**src/rtl/qspis_pkg.sv**
```systemverilog
// ---------------------------------------------------------------------------
// qspis_pkg
// Shared definitions for the QSPI-slave sequencer:
//   - command opcodes recognised in the command phase
//   - protocol FSM state type (also exported for debug observation)
//   - pad-ring bundles: pad_to_qspis_t (inputs) and qspis_to_pad_t (outputs)
// ---------------------------------------------------------------------------
package qspis_pkg;

  localparam logic [7:0] QSPIS_CMD_WRITE  = 8'h02;
  localparam logic [7:0] QSPIS_CMD_READ   = 8'h0B;
  localparam logic [7:0] QSPIS_CMD_QWRITE = 8'h38;
  localparam logic [7:0] QSPIS_CMD_QREAD  = 8'hEB;

  typedef enum logic [2:0] {
    ST_IDLE   = 3'd0,
    ST_CMD    = 3'd1,
    ST_ADDR   = 3'd2,
    ST_DUMMY  = 3'd3,
    ST_WDATA  = 3'd4,
    ST_RDATA  = 3'd5,
    ST_IGNORE = 3'd6
  } qspis_state_e;

  // Raw pad inputs: data lines, all four chip selects and the serial clock.
  typedef struct packed {
    logic [3:0] sd;
    logic [3:0] csn;
    logic       sck;
  } pad_to_qspis_t;

  // Pad outputs and their output enables.
  typedef struct packed {
    logic [3:0] sd_o;
    logic [3:0] sd_oe;
  } qspis_to_pad_t;

endpackage

```
**src/rtl/qspis_seq_ctrl_if.sv**
```systemverilog
// ---------------------------------------------------------------------------
// qspis_seq_ctrl_if
// Backend-side bundle of the QSPI-slave sequencer.
//   master modport : the sequencer (drives request/write-data/status,
//                    receives read data)
//   slave modport  : the backend
// Handshake rules:
//   req_valid_o   - one-cycle pulse; req_write_o/req_quad_o/req_addr_o are
//                   valid with it and held until the next request.
//   wdata_valid_o - one-cycle pulse per byte, no backpressure.
//   rdata_ready_o - one-cycle strobe; the byte on rdata_i is consumed when
//                   rdata_valid_i is high in that same cycle, otherwise the
//                   sequencer substitutes 0xFF and raises underrun_o.
// state_o exposes the protocol FSM state for observation.
// ---------------------------------------------------------------------------
interface qspis_seq_ctrl_if #(
  parameter int ADDR_BYTES = 3
) ();
  import qspis_pkg::*;

  logic                    req_valid_o;
  logic                    req_write_o;
  logic                    req_quad_o;
  logic [8*ADDR_BYTES-1:0] req_addr_o;
  logic                    wdata_valid_o;
  logic [7:0]              wdata_o;
  logic                    rdata_valid_i;
  logic [7:0]              rdata_i;
  logic                    rdata_ready_o;
  logic                    busy_o;
  logic                    bad_cmd_o;
  logic                    underrun_o;
  qspis_state_e            state_o;

  modport master (
    output req_valid_o, req_write_o, req_quad_o, req_addr_o,
    output wdata_valid_o, wdata_o,
    input  rdata_valid_i, rdata_i,
    output rdata_ready_o,
    output busy_o, bad_cmd_o, underrun_o, state_o
  );

  modport slave (
    input  req_valid_o, req_write_o, req_quad_o, req_addr_o,
    input  wdata_valid_o, wdata_o,
    output rdata_valid_i, rdata_i,
    input  rdata_ready_o,
    input  busy_o, bad_cmd_o, underrun_o, state_o
  );

endinterface

```
**src/rtl/qspis_sync_edge.sv**
```systemverilog
// ---------------------------------------------------------------------------
// qspis_sync_edge
// Two-flop synchroniser plus a third flop for edge detection.
// A pad edge shows up as a one-cycle rise/fall strobe on the third clk_i
// edge after it.
//   clk_i, rst_ni : system clock, async active-low reset
//   d_i           : asynchronous input
//   q_o           : synchronised level
//   rise_o/fall_o : one-cycle edge strobes
// RST_VAL sets the idle level the chain resets to (1 for chip selects, so
// reset does not look like a selection).
// ---------------------------------------------------------------------------
module qspis_sync_edge #(
  parameter logic RST_VAL = 1'b0
) (
  input  logic clk_i,
  input  logic rst_ni,
  input  logic d_i,
  output logic q_o,
  output logic rise_o,
  output logic fall_o
);

  logic s1_q, s2_q, s3_q;

  always_ff @(posedge clk_i or negedge rst_ni) begin
    if (!rst_ni) begin
      s1_q <= RST_VAL;
      s2_q <= RST_VAL;
      s3_q <= RST_VAL;
    end else begin
      s1_q <= d_i;
      s2_q <= s1_q;
      s3_q <= s2_q;
    end
  end

  assign q_o    = s2_q;
  assign rise_o = s2_q & ~s3_q;
  assign fall_o = ~s2_q & s3_q;

endmodule

```
**src/rtl/qspis_seq_ctrl.sv**
```systemverilog
// ---------------------------------------------------------------------------
// qspis_seq_ctrl
// Oversampling QSPI-slave protocol sequencer (SPI mode 0) in the clk_i domain.
// Decodes command / address / dummy / data phases and talks to the backend.
//   clk_i   : system clock, at least 6x sck
//   rst_ni  : async active-low reset
//   pad_i   : sd0..3 inputs, csn0..3, sck
//   pad_o   : sd0..3 outputs and output enables
//   bus     : backend bundle (request, write data, read data, status, state)
// Inputs are sampled on the synchronised sck rise, outputs change on the
// synchronised sck fall. Synchronised csn high forces IDLE from any state.
// ---------------------------------------------------------------------------
module qspis_seq_ctrl
  import qspis_pkg::*;
#(
  parameter int ADDR_BYTES   = 3,
  parameter int DUMMY_CYCLES = 8,
  parameter int CS_IDX       = 0
) (
  input  logic              clk_i,
  input  logic              rst_ni,
  input  pad_to_qspis_t     pad_i,
  output qspis_to_pad_t     pad_o,
  qspis_seq_ctrl_if.master  bus
);

  localparam int AW = 8 * ADDR_BYTES;
  localparam logic [5:0] ADDR_LAST_S = 6'(8 * ADDR_BYTES - 1);
  localparam logic [5:0] ADDR_LAST_Q = 6'(2 * ADDR_BYTES - 1);
  localparam logic [5:0] DUMMY_N     = 6'(DUMMY_CYCLES);

  // Synchronisers
  logic sck_s, sck_rise, sck_fall;
  logic csn_s, csn_fall, csn_rise_unused;
  logic [3:0] sd_s1_q, sd_s_q;

  qspis_sync_edge #(.RST_VAL(1'b0)) u_sck_sync (
    .clk_i  (clk_i),
    .rst_ni (rst_ni),
    .d_i    (pad_i.sck),
    .q_o    (sck_s),
    .rise_o (sck_rise),
    .fall_o (sck_fall)
  );

  qspis_sync_edge #(.RST_VAL(1'b1)) u_csn_sync (
    .clk_i  (clk_i),
    .rst_ni (rst_ni),
    .d_i    (pad_i.csn[CS_IDX]),
    .q_o    (csn_s),
    .rise_o (csn_rise_unused),
    .fall_o (csn_fall)
  );

  // Data lines share the sck chain's latency, so the value seen with the
  // rise strobe is the one the master set up before its rising edge.
  always_ff @(posedge clk_i or negedge rst_ni) begin
    if (!rst_ni) begin
      sd_s1_q <= 4'h0;
      sd_s_q  <= 4'h0;
    end else begin
      sd_s1_q <= pad_i.sd;
      sd_s_q  <= sd_s1_q;
    end
  end

  logic unused_sig;
  assign unused_sig = ^{pad_i.csn, sck_s, csn_rise_unused};

  // Protocol state
  qspis_state_e  state_q;
  logic [5:0]    cnt_q;
  logic [7:0]    rx_q;
  logic [7:0]    tx_q;
  logic [AW-1:0] sh_q;
  logic          write_q, quad_q, oe_q;
  logic          req_valid_q, wdata_valid_q, rdata_ready_q, bad_cmd_q, underrun_q;
  logic [AW-1:0] req_addr_q;
  logic [7:0]    wdata_q;

  logic [7:0]    cmd_next;
  logic [7:0]    rx_next;
  logic [AW-1:0] addr_next;
  logic [5:0]    addr_last;
  logic [5:0]    data_last;

  assign cmd_next  = {rx_q[6:0], sd_s_q[0]};
  assign rx_next   = quad_q ? {rx_q[3:0], sd_s_q} : {rx_q[6:0], sd_s_q[0]};
  assign addr_next = quad_q ? {sh_q[AW-5:0], sd_s_q} : {sh_q[AW-2:0], sd_s_q[0]};
  assign addr_last = quad_q ? ADDR_LAST_Q : ADDR_LAST_S;
  // Bits (single) or nibbles (quad) per byte, minus one.
  assign data_last = quad_q ? 6'd1 : 6'd7;

  always_ff @(posedge clk_i or negedge rst_ni) begin
    if (!rst_ni) begin
      state_q       <= ST_IDLE;
      cnt_q         <= 6'd0;
      rx_q          <= 8'h00;
      tx_q          <= 8'h00;
      sh_q          <= '0;
      write_q       <= 1'b0;
      quad_q        <= 1'b0;
      oe_q          <= 1'b0;
      req_valid_q   <= 1'b0;
      wdata_valid_q <= 1'b0;
      rdata_ready_q <= 1'b0;
      bad_cmd_q     <= 1'b0;
      underrun_q    <= 1'b0;
      req_addr_q    <= '0;
      wdata_q       <= 8'h00;
    end else begin
      req_valid_q   <= 1'b0;
      wdata_valid_q <= 1'b0;
      rdata_ready_q <= 1'b0;
      bad_cmd_q     <= 1'b0;
      if (csn_s) begin
        // Deselected: abandon whatever phase was in progress.
        state_q <= ST_IDLE;
        oe_q    <= 1'b0;
        cnt_q   <= 6'd0;
      end else begin
        unique case (state_q)
          ST_IDLE: begin
            if (csn_fall) begin
              state_q    <= ST_CMD;
              cnt_q      <= 6'd0;
              underrun_q <= 1'b0;
            end
          end
          ST_CMD: begin
            if (sck_rise) begin
              rx_q  <= cmd_next;
              cnt_q <= cnt_q + 6'd1;
              if (cnt_q == 6'd7) begin
                cnt_q <= 6'd0;
                unique case (cmd_next)
                  QSPIS_CMD_WRITE:  begin write_q <= 1'b1; quad_q <= 1'b0; state_q <= ST_ADDR; end
                  QSPIS_CMD_READ:   begin write_q <= 1'b0; quad_q <= 1'b0; state_q <= ST_ADDR; end
                  QSPIS_CMD_QWRITE: begin write_q <= 1'b1; quad_q <= 1'b1; state_q <= ST_ADDR; end
                  QSPIS_CMD_QREAD:  begin write_q <= 1'b0; quad_q <= 1'b1; state_q <= ST_ADDR; end
                  default: begin
                    bad_cmd_q <= 1'b1;
                    state_q   <= ST_IGNORE;
                  end
                endcase
              end
            end
          end
          ST_ADDR: begin
            if (sck_rise) begin
              sh_q <= addr_next;
              if (cnt_q == addr_last) begin
                cnt_q       <= 6'd0;
                req_addr_q  <= addr_next;
                req_valid_q <= 1'b1;
                state_q     <= write_q ? ST_WDATA : ST_DUMMY;
              end else begin
                cnt_q <= cnt_q + 6'd1;
              end
            end
          end
          ST_DUMMY: begin
            // Count rises, then the next fall launches the first read byte.
            if (sck_rise && cnt_q != DUMMY_N) begin
              cnt_q <= cnt_q + 6'd1;
            end else if (sck_fall && cnt_q == DUMMY_N) begin
              cnt_q         <= 6'd0;
              rdata_ready_q <= 1'b1;
              tx_q          <= bus.rdata_valid_i ? bus.rdata_i : 8'hFF;
              if (!bus.rdata_valid_i) underrun_q <= 1'b1;
              oe_q          <= 1'b1;
              state_q       <= ST_RDATA;
            end
          end
          ST_WDATA: begin
            if (sck_rise) begin
              rx_q <= rx_next;
              if (cnt_q == data_last) begin
                cnt_q         <= 6'd0;
                wdata_q       <= rx_next;
                wdata_valid_q <= 1'b1;
              end else begin
                cnt_q <= cnt_q + 6'd1;
              end
            end
          end
          ST_RDATA: begin
            if (sck_fall) begin
              if (cnt_q == data_last) begin
                cnt_q         <= 6'd0;
                rdata_ready_q <= 1'b1;
                tx_q          <= bus.rdata_valid_i ? bus.rdata_i : 8'hFF;
                if (!bus.rdata_valid_i) underrun_q <= 1'b1;
              end else begin
                cnt_q <= cnt_q + 6'd1;
                tx_q  <= quad_q ? {tx_q[3:0], 4'h0} : {tx_q[6:0], 1'b0};
              end
            end
          end
          ST_IGNORE: begin
            // Wait for deselect.
          end
          default: state_q <= ST_IDLE;
        endcase
      end
    end
  end

  // Single mode drives only sd1 (MISO); quad drives all four lines.
  assign pad_o.sd_oe = oe_q ? (quad_q ? 4'hF : 4'b0010) : 4'h0;
  assign pad_o.sd_o  = oe_q ? (quad_q ? tx_q[7:4] : {2'b00, tx_q[7], 1'b0}) : 4'h0;

  assign bus.req_valid_o   = req_valid_q;
  assign bus.req_write_o   = write_q;
  assign bus.req_quad_o    = quad_q;
  assign bus.req_addr_o    = req_addr_q;
  assign bus.wdata_valid_o = wdata_valid_q;
  assign bus.wdata_o       = wdata_q;
  assign bus.rdata_ready_o = rdata_ready_q;
  assign bus.busy_o        = ~csn_s;
  assign bus.bad_cmd_o     = bad_cmd_q;
  assign bus.underrun_o    = underrun_q;
  assign bus.state_o       = state_q;

endmodule

```
**src/flat_wrapper.sv**
```systemverilog
// flat-port wrapper written by rule: the top's interface ports become plain ports
module qspis_seq_ctrl_flat import qspis_pkg::*;
#(
  parameter int ADDR_BYTES   = 3,
  parameter int DUMMY_CYCLES = 8,
  parameter int CS_IDX       = 0
)
  (clk_i, rst_ni, pad_i, pad_o, bus_req_valid_o, bus_req_write_o, bus_req_quad_o, bus_req_addr_o, bus_wdata_valid_o, bus_wdata_o, bus_rdata_valid_i, bus_rdata_i, bus_rdata_ready_o, bus_busy_o, bus_bad_cmd_o, bus_underrun_o, bus_state_o);
  qspis_seq_ctrl_if #(.ADDR_BYTES(ADDR_BYTES)) bus_i ();
  input  logic clk_i;
  input  logic rst_ni;
  input  pad_to_qspis_t pad_i;
  output qspis_to_pad_t pad_o;
  output wire logic [$bits(bus_i.req_valid_o)-1:0] bus_req_valid_o;
  output wire logic [$bits(bus_i.req_write_o)-1:0] bus_req_write_o;
  output wire logic [$bits(bus_i.req_quad_o)-1:0] bus_req_quad_o;
  output wire logic [$bits(bus_i.req_addr_o)-1:0] bus_req_addr_o;
  output wire logic [$bits(bus_i.wdata_valid_o)-1:0] bus_wdata_valid_o;
  output wire logic [$bits(bus_i.wdata_o)-1:0] bus_wdata_o;
  input wire logic [$bits(bus_i.rdata_valid_i)-1:0] bus_rdata_valid_i;
  input wire logic [$bits(bus_i.rdata_i)-1:0] bus_rdata_i;
  output wire logic [$bits(bus_i.rdata_ready_o)-1:0] bus_rdata_ready_o;
  output wire logic [$bits(bus_i.busy_o)-1:0] bus_busy_o;
  output wire logic [$bits(bus_i.bad_cmd_o)-1:0] bus_bad_cmd_o;
  output wire logic [$bits(bus_i.underrun_o)-1:0] bus_underrun_o;
  output wire logic [$bits(bus_i.state_o)-1:0] bus_state_o;
  assign bus_req_valid_o = bus_i.req_valid_o;
  assign bus_req_write_o = bus_i.req_write_o;
  assign bus_req_quad_o = bus_i.req_quad_o;
  assign bus_req_addr_o = bus_i.req_addr_o;
  assign bus_wdata_valid_o = bus_i.wdata_valid_o;
  assign bus_wdata_o = bus_i.wdata_o;
  assign bus_i.rdata_valid_i = bus_rdata_valid_i;
  assign bus_i.rdata_i = bus_rdata_i;
  assign bus_rdata_ready_o = bus_i.rdata_ready_o;
  assign bus_busy_o = bus_i.busy_o;
  assign bus_bad_cmd_o = bus_i.bad_cmd_o;
  assign bus_underrun_o = bus_i.underrun_o;
  assign bus_state_o = bus_i.state_o;
  qspis_seq_ctrl #(.ADDR_BYTES(ADDR_BYTES), .DUMMY_CYCLES(DUMMY_CYCLES), .CS_IDX(CS_IDX)) u_core (.clk_i(clk_i), .rst_ni(rst_ni), .pad_i(pad_i), .pad_o(pad_o), .bus(bus_i));
endmodule
```
**config.mk**
```make
export PLATFORM = sky130hd
export DESIGN_NAME = qspis_seq_ctrl_flat
export DESIGN_NICKNAME = d
export VERILOG_FILES = /design/src/rtl/qspis_pkg.sv /design/src/rtl/qspis_seq_ctrl_if.sv /design/src/rtl/qspis_sync_edge.sv /design/src/rtl/qspis_seq_ctrl.sv /design/src/flat_wrapper.sv
export SDC_FILE = /design/constraint.sdc
export NUM_CORES = 1
export LEC_CHECK = 0
export BUFFER_PORTS_ARGS = -buffer_cell sky130_fd_sc_hd__buf_2
export CORE_MARGIN = 2
export CORE_UTILIZATION = 40
export DETAILED_ROUTE_END_ITERATION = 6
export PLACE_DENSITY_LB_ADDON = 0.15
export SYNTH_ARGS = -nofsm -noshare
export SYNTH_HDL_FRONTEND = slang
export SYNTH_SLANG_ARGS = --single-unit
```
**constraint.sdc**
```tcl
create_clock -name clk_i -period 2.2 [get_ports clk_i]
set_input_delay 0.11 -clock clk_i [delete_from_list [all_inputs] [get_ports clk_i]]
set_output_delay 0.11 -clock clk_i [all_outputs]
set_load 0.1 [all_outputs]
```
==> results.md <==
* Status: finished, final reports clean
* Critical Path End Type: flip-flop
* Iter 0 DRT Violations at 165
* Pint at 3.38 mW
* Placed wire-length estimate after detailed placement at 7500 um
* Post-Syn Nets at 492
* Worst flop-to-flop path startpoint: u_core.cnt_q[4]
* Nets at 574
* Fmax at 0.471 GHz
* Post-synthesis register bit count at 101
* Unrepaired setup endpoints after global routing: true
* Avg Inst Size Synth at 10.4 um^2
* Count of pins over their slew limit at 0
* Max-capacitance violation count at 0
* Number of warnings printed during yosys synthesis at 0
* Post-route fraction of the period consumed by the critical path at 96.4%
* Die extent in x at 115 um
* Type of element launching the critical path: flip-flop
* Area of the mapped netlist at 4900 um^2
* Post-CTS clock slew at the launch and capture registers of the worst setup and hold paths at 0.07 ns
* IO Port Bufs at 67
* Antenna fix cells at 0
* Share of total power in the clock network at 29.9%
* Number of remaining DRC errors at 0
* WP buf/inv at 1
* Filler cell count at 1131
* Count of flip-flops with a built-in enable after synthesis at 0
* Synth cell types at 65
* Delay of the slowest cell on the worst path at 0.49 ns
* Power density over the cells at 883 nW/um^2
* Starting density of the core at 40.9%
* Leakage power of the design at 2.56 nW
* I/O pin total at 71
* Die Area at 13100 um^2
* Worst setup path category: reg -> reg
* Number of optimization iterations in the first detailed-route pass at 4
* Class of the tightest hold or removal check: in -> reg
* Maximum clock insertion buffer count at 2
* Floorplan Core Area at 12000 um^2
* Sequential share of the synthesized area at 51.7%
* Worst path top cell family by delay: compound AO/OA/AOI/OAI gates
* Mean number of vias per cell at 5.23
* Vias after detailed routing at 3679
* Net load switching power at 1.84 mW
* Clock skew at 0.00896 ns
* FF-to-FF setup slack at 0.08 ns
* Number of antenna violations at the first check in global routing at 0
* Share of async-settable or async-resettable flops after synthesis at 100%
* Final Hold Vio Count at 0
* Primary flip-flop cell chosen by synthesis mapping: dfrtp_1
* Root Driver: clkbuf_16
* Logic pwr share at 26.1%
* Sum of routed wire length over all layers at 10800 um
* Std cell rows at 40
* Arrival @ worst endpoint at 2.33 ns
* Cell with the biggest individual delay on the critical path: or3b_2
* Later-pin clock latency in the skew report at 0.35 ns
* Setup total negative slack at 0 ns
* Via count of the first global-routing pass at 3582
* Share of final-layout standard cells stronger than drive strength 1 at 26.9%
* Setup crit start: u_core.cnt_q[4]
* Clock tree from TritonCTS: yes
* Met3 routed WL at 375 um
* TritonCTS Buffers at 9
* Part of the power in registers at 44.0%
* Maximum number of pins on one net before global-route repair at 63
* CTS sink count at 101
* Slew of the pin with the lowest slew margin at 0.786 ns
* Post-route antenna net violation count at 0
* Number of setup violations in the final report at 0
* Slew Limit Headroom at 47.6%
* Minimum clock period at 2.12 ns
* Cells along the critical path: or3b_2 > a2111oi_4 > buf_4 > o22ai_1 > o21ai_2 > o211ai_1
* Number of standard cells after synthesis at 470
* Height of the chip at 115 um
* Global routing usage summed across all routing layers at 17.7%
* Overall Power at 5.22 mW
* Wire length the detailed router placed on met1 at 5540 um
* Leftover overflow at the end of global routing at 0
* Final estimated routing congestion in global placement at 0.843
* Maximum vdd drop at 0.000344 V
* Global-route wire length before repair at 18400 um
* Deepest level of the CTS H-tree at 3
* Switching part of the total power at 35.2%
* Average wire per cell in the routed design at 15.3 um
* Startpoint of the lowest-slack hold path: bus_rdata_i[0]
* Growth of design area from synthesis to finish at 20.7%
* Worst EP required at 2.41 ns
* Met2 WL post-DR at 4750 um
* Crit path max fanout at 5
* DR top layer: met4
layer usage:
metal / track usage, % / up-vias
met5: 0 / -
met1: 26.1 / 1764
li1: - / 1837
met4: 5.61 / 0
met2: 26.4 / 71
met3: 3.23 / 7
cell type report:
class                   count  area [um^2]  area share [%]
clock buffers              10          239            4.04
repair buffers            101          647            10.9
inverters                  13         52.6           0.889
multi-input cells         326         2190            37.1
clock inverters             6         51.3           0.868
well taps                 147          184            3.11
flip-flops and latches    101         2540            43.0
worst paths after layout:
path,end,cells after the start
min in group asynchronous,u_core.tx_q[1],2
min reg2reg,u_core.sd_s_q[1],0
min,u_core.tx_q[0],4
max in group asynchronous,u_core.sh_q[16],3
max,u_core.cnt_q[3],6
max reg2reg,u_core.cnt_q[3],6
worst reg2reg max path, cell delays in order, from the launching register on:
cell and delay (ns):
dfrtp_2 0.46, or3b_2 0.49, a2111oi_4 0.35, buf_4 0.19, o22ai_1 0.13, o21ai_2 0.23, o211ai_1 0.14
cells by family (layout without fill, tap and decap cells):
family	count (synthesis)	count (layout)	synth area share [%]
buffers and inverters	43	130	4.11
XOR/XNOR	1	1	0.179
flip-flops	101	101	51.7
AND/OR/NAND/NOR	143	143	15.4
multiplexers	61	61	12.8
adder cells (fa/ha/maj)	2	2	0.511
AO/OA/AOI/OAI	119	119	15.3
cells in the mapped netlist (3+ instances only):
library cell / count / area, um^2
dfstp_2: 3 / 78.8
clkbuf_1: 13 / 48.8
o2111ai_1: 3 / 26.3
nand2_1: 69 / 259
nand3_1: 6 / 30.0
and3_1: 6 / 37.5
nor3_1: 3 / 15.0
nor2_1: 17 / 63.8
mux2i_1: 48 / 480
o31a_1: 3 / 26.3
nand2b_1: 9 / 56.3
a21oi_1: 11 / 55.1
a211oi_1: 4 / 30.0
dfrtp_1: 98 / 2450
o21ai_1: 4 / 20.0
buf_2: 11 / 55.1
o21ai_0: 68 / 340
o22a_1: 3 / 26.3
mux2_2: 11 / 124
buf_4: 3 / 22.5
nor2b_1: 6 / 37.5
inv_1: 13 / 48.8
through the flow:
stage | setup WS [ns] | hold slack (ns) | utilization [%] | cell area [um^2] | cells
after CTS | 0.0464 | 0.150 | 49.1 | 5880 | 702
after detailed placement | 0.0507 | 0.219 | 46.1 | 5510 | 679
after global routing | -0.00831 | 0.181 | 49.4 | 5910 | 704
final | 0.0789 | 0.156 | 49.4 | 5910 | 704
after floorplan | -0.0385 | -0.186 | - | 4950 | 470
after global placement | 0.108 | 0.215 | 46.1 | 5510 | 679
timing repair:
action                                  4_1_cts  5_1_grt
resized for setup                             1        6
pin swaps                                     0        3
buffers inserted                              0        2
hold buffers                                  7        0
cloned                                        0        0
endpoints found under the hold margin        61        0
endpoints found under the setup margin        4       25
power groups by stage:
stage	clock network [mW]	logic, mW	registers (mW)
final	1.56	1.36	2.30
after global routing	1.67	1.51	2.33
after CTS	1.60	1.36	2.29
after detailed placement	0	1.34	2.33
after global placement	0	1.32	2.32
after floorplan	0	0.847	2.43
flip-flops by register name, summed over array words and instances, names as in the netlist:
| signal | count |
|---|---|
| u_core.bus.bad_cmd_o | 1 |
| u_core.bus.rdata_ready_o | 1 |
| u_core.bus.req_addr_o | 24 |
| u_core.bus.req_quad_o | 1 |
| u_core.bus.req_valid_o | 1 |
| u_core.bus.req_write_o | 1 |
| u_core.bus.state_o | 3 |
| u_core.bus.underrun_o | 1 |
| u_core.bus.wdata_o | 8 |
| u_core.bus.wdata_valid_o | 1 |
| u_core.cnt_q | 6 |
| u_core.oe_q | 1 |
| u_core.rx_q | 7 |
| u_core.sd_s1_q | 4 |
| u_core.sd_s_q | 4 |
| u_core.sh_q | 23 |
| u_core.tx_q | 8 |
| u_core.u_csn_sync.q_o | 1 |
| u_core.u_csn_sync.s1_q | 1 |
| u_core.u_csn_sync.s3_q | 1 |
| u_core.u_sck_sync.q_o | 1 |
| u_core.u_sck_sync.s1_q | 1 |
| u_core.u_sck_sync.s3_q | 1 |
cells in the final DEF (no fill, tap or decap), types with 3 or more instances in the layout:
cell type	Yosys	routed
dfrtp_1	98	93
nand2_1	69	69
o21ai_0	68	67
buf_2	11	66
mux2i_1	48	48
buf_4	3	23
nor2_1	17	17
inv_1	13	12
a21oi_1	11	11
mux2_2	11	11
nand2b_1	9	9
clkbuf_16	0	9
dlygate4sd3_1	0	7
nand3_1	6	6
nor2b_1	6	5
o21ai_1	4	5
and3_2	0	3
nor3_1	3	3
a211oi_1	4	3
and3_1	6	3
o31a_1	3	3
o2111ai_1	3	3
o22a_1	3	3
inv_6	0	3
buf_6	2	3
dfrtp_2	0	3
dfstp_2	3	3
Power figures use the tool's default switching activity.
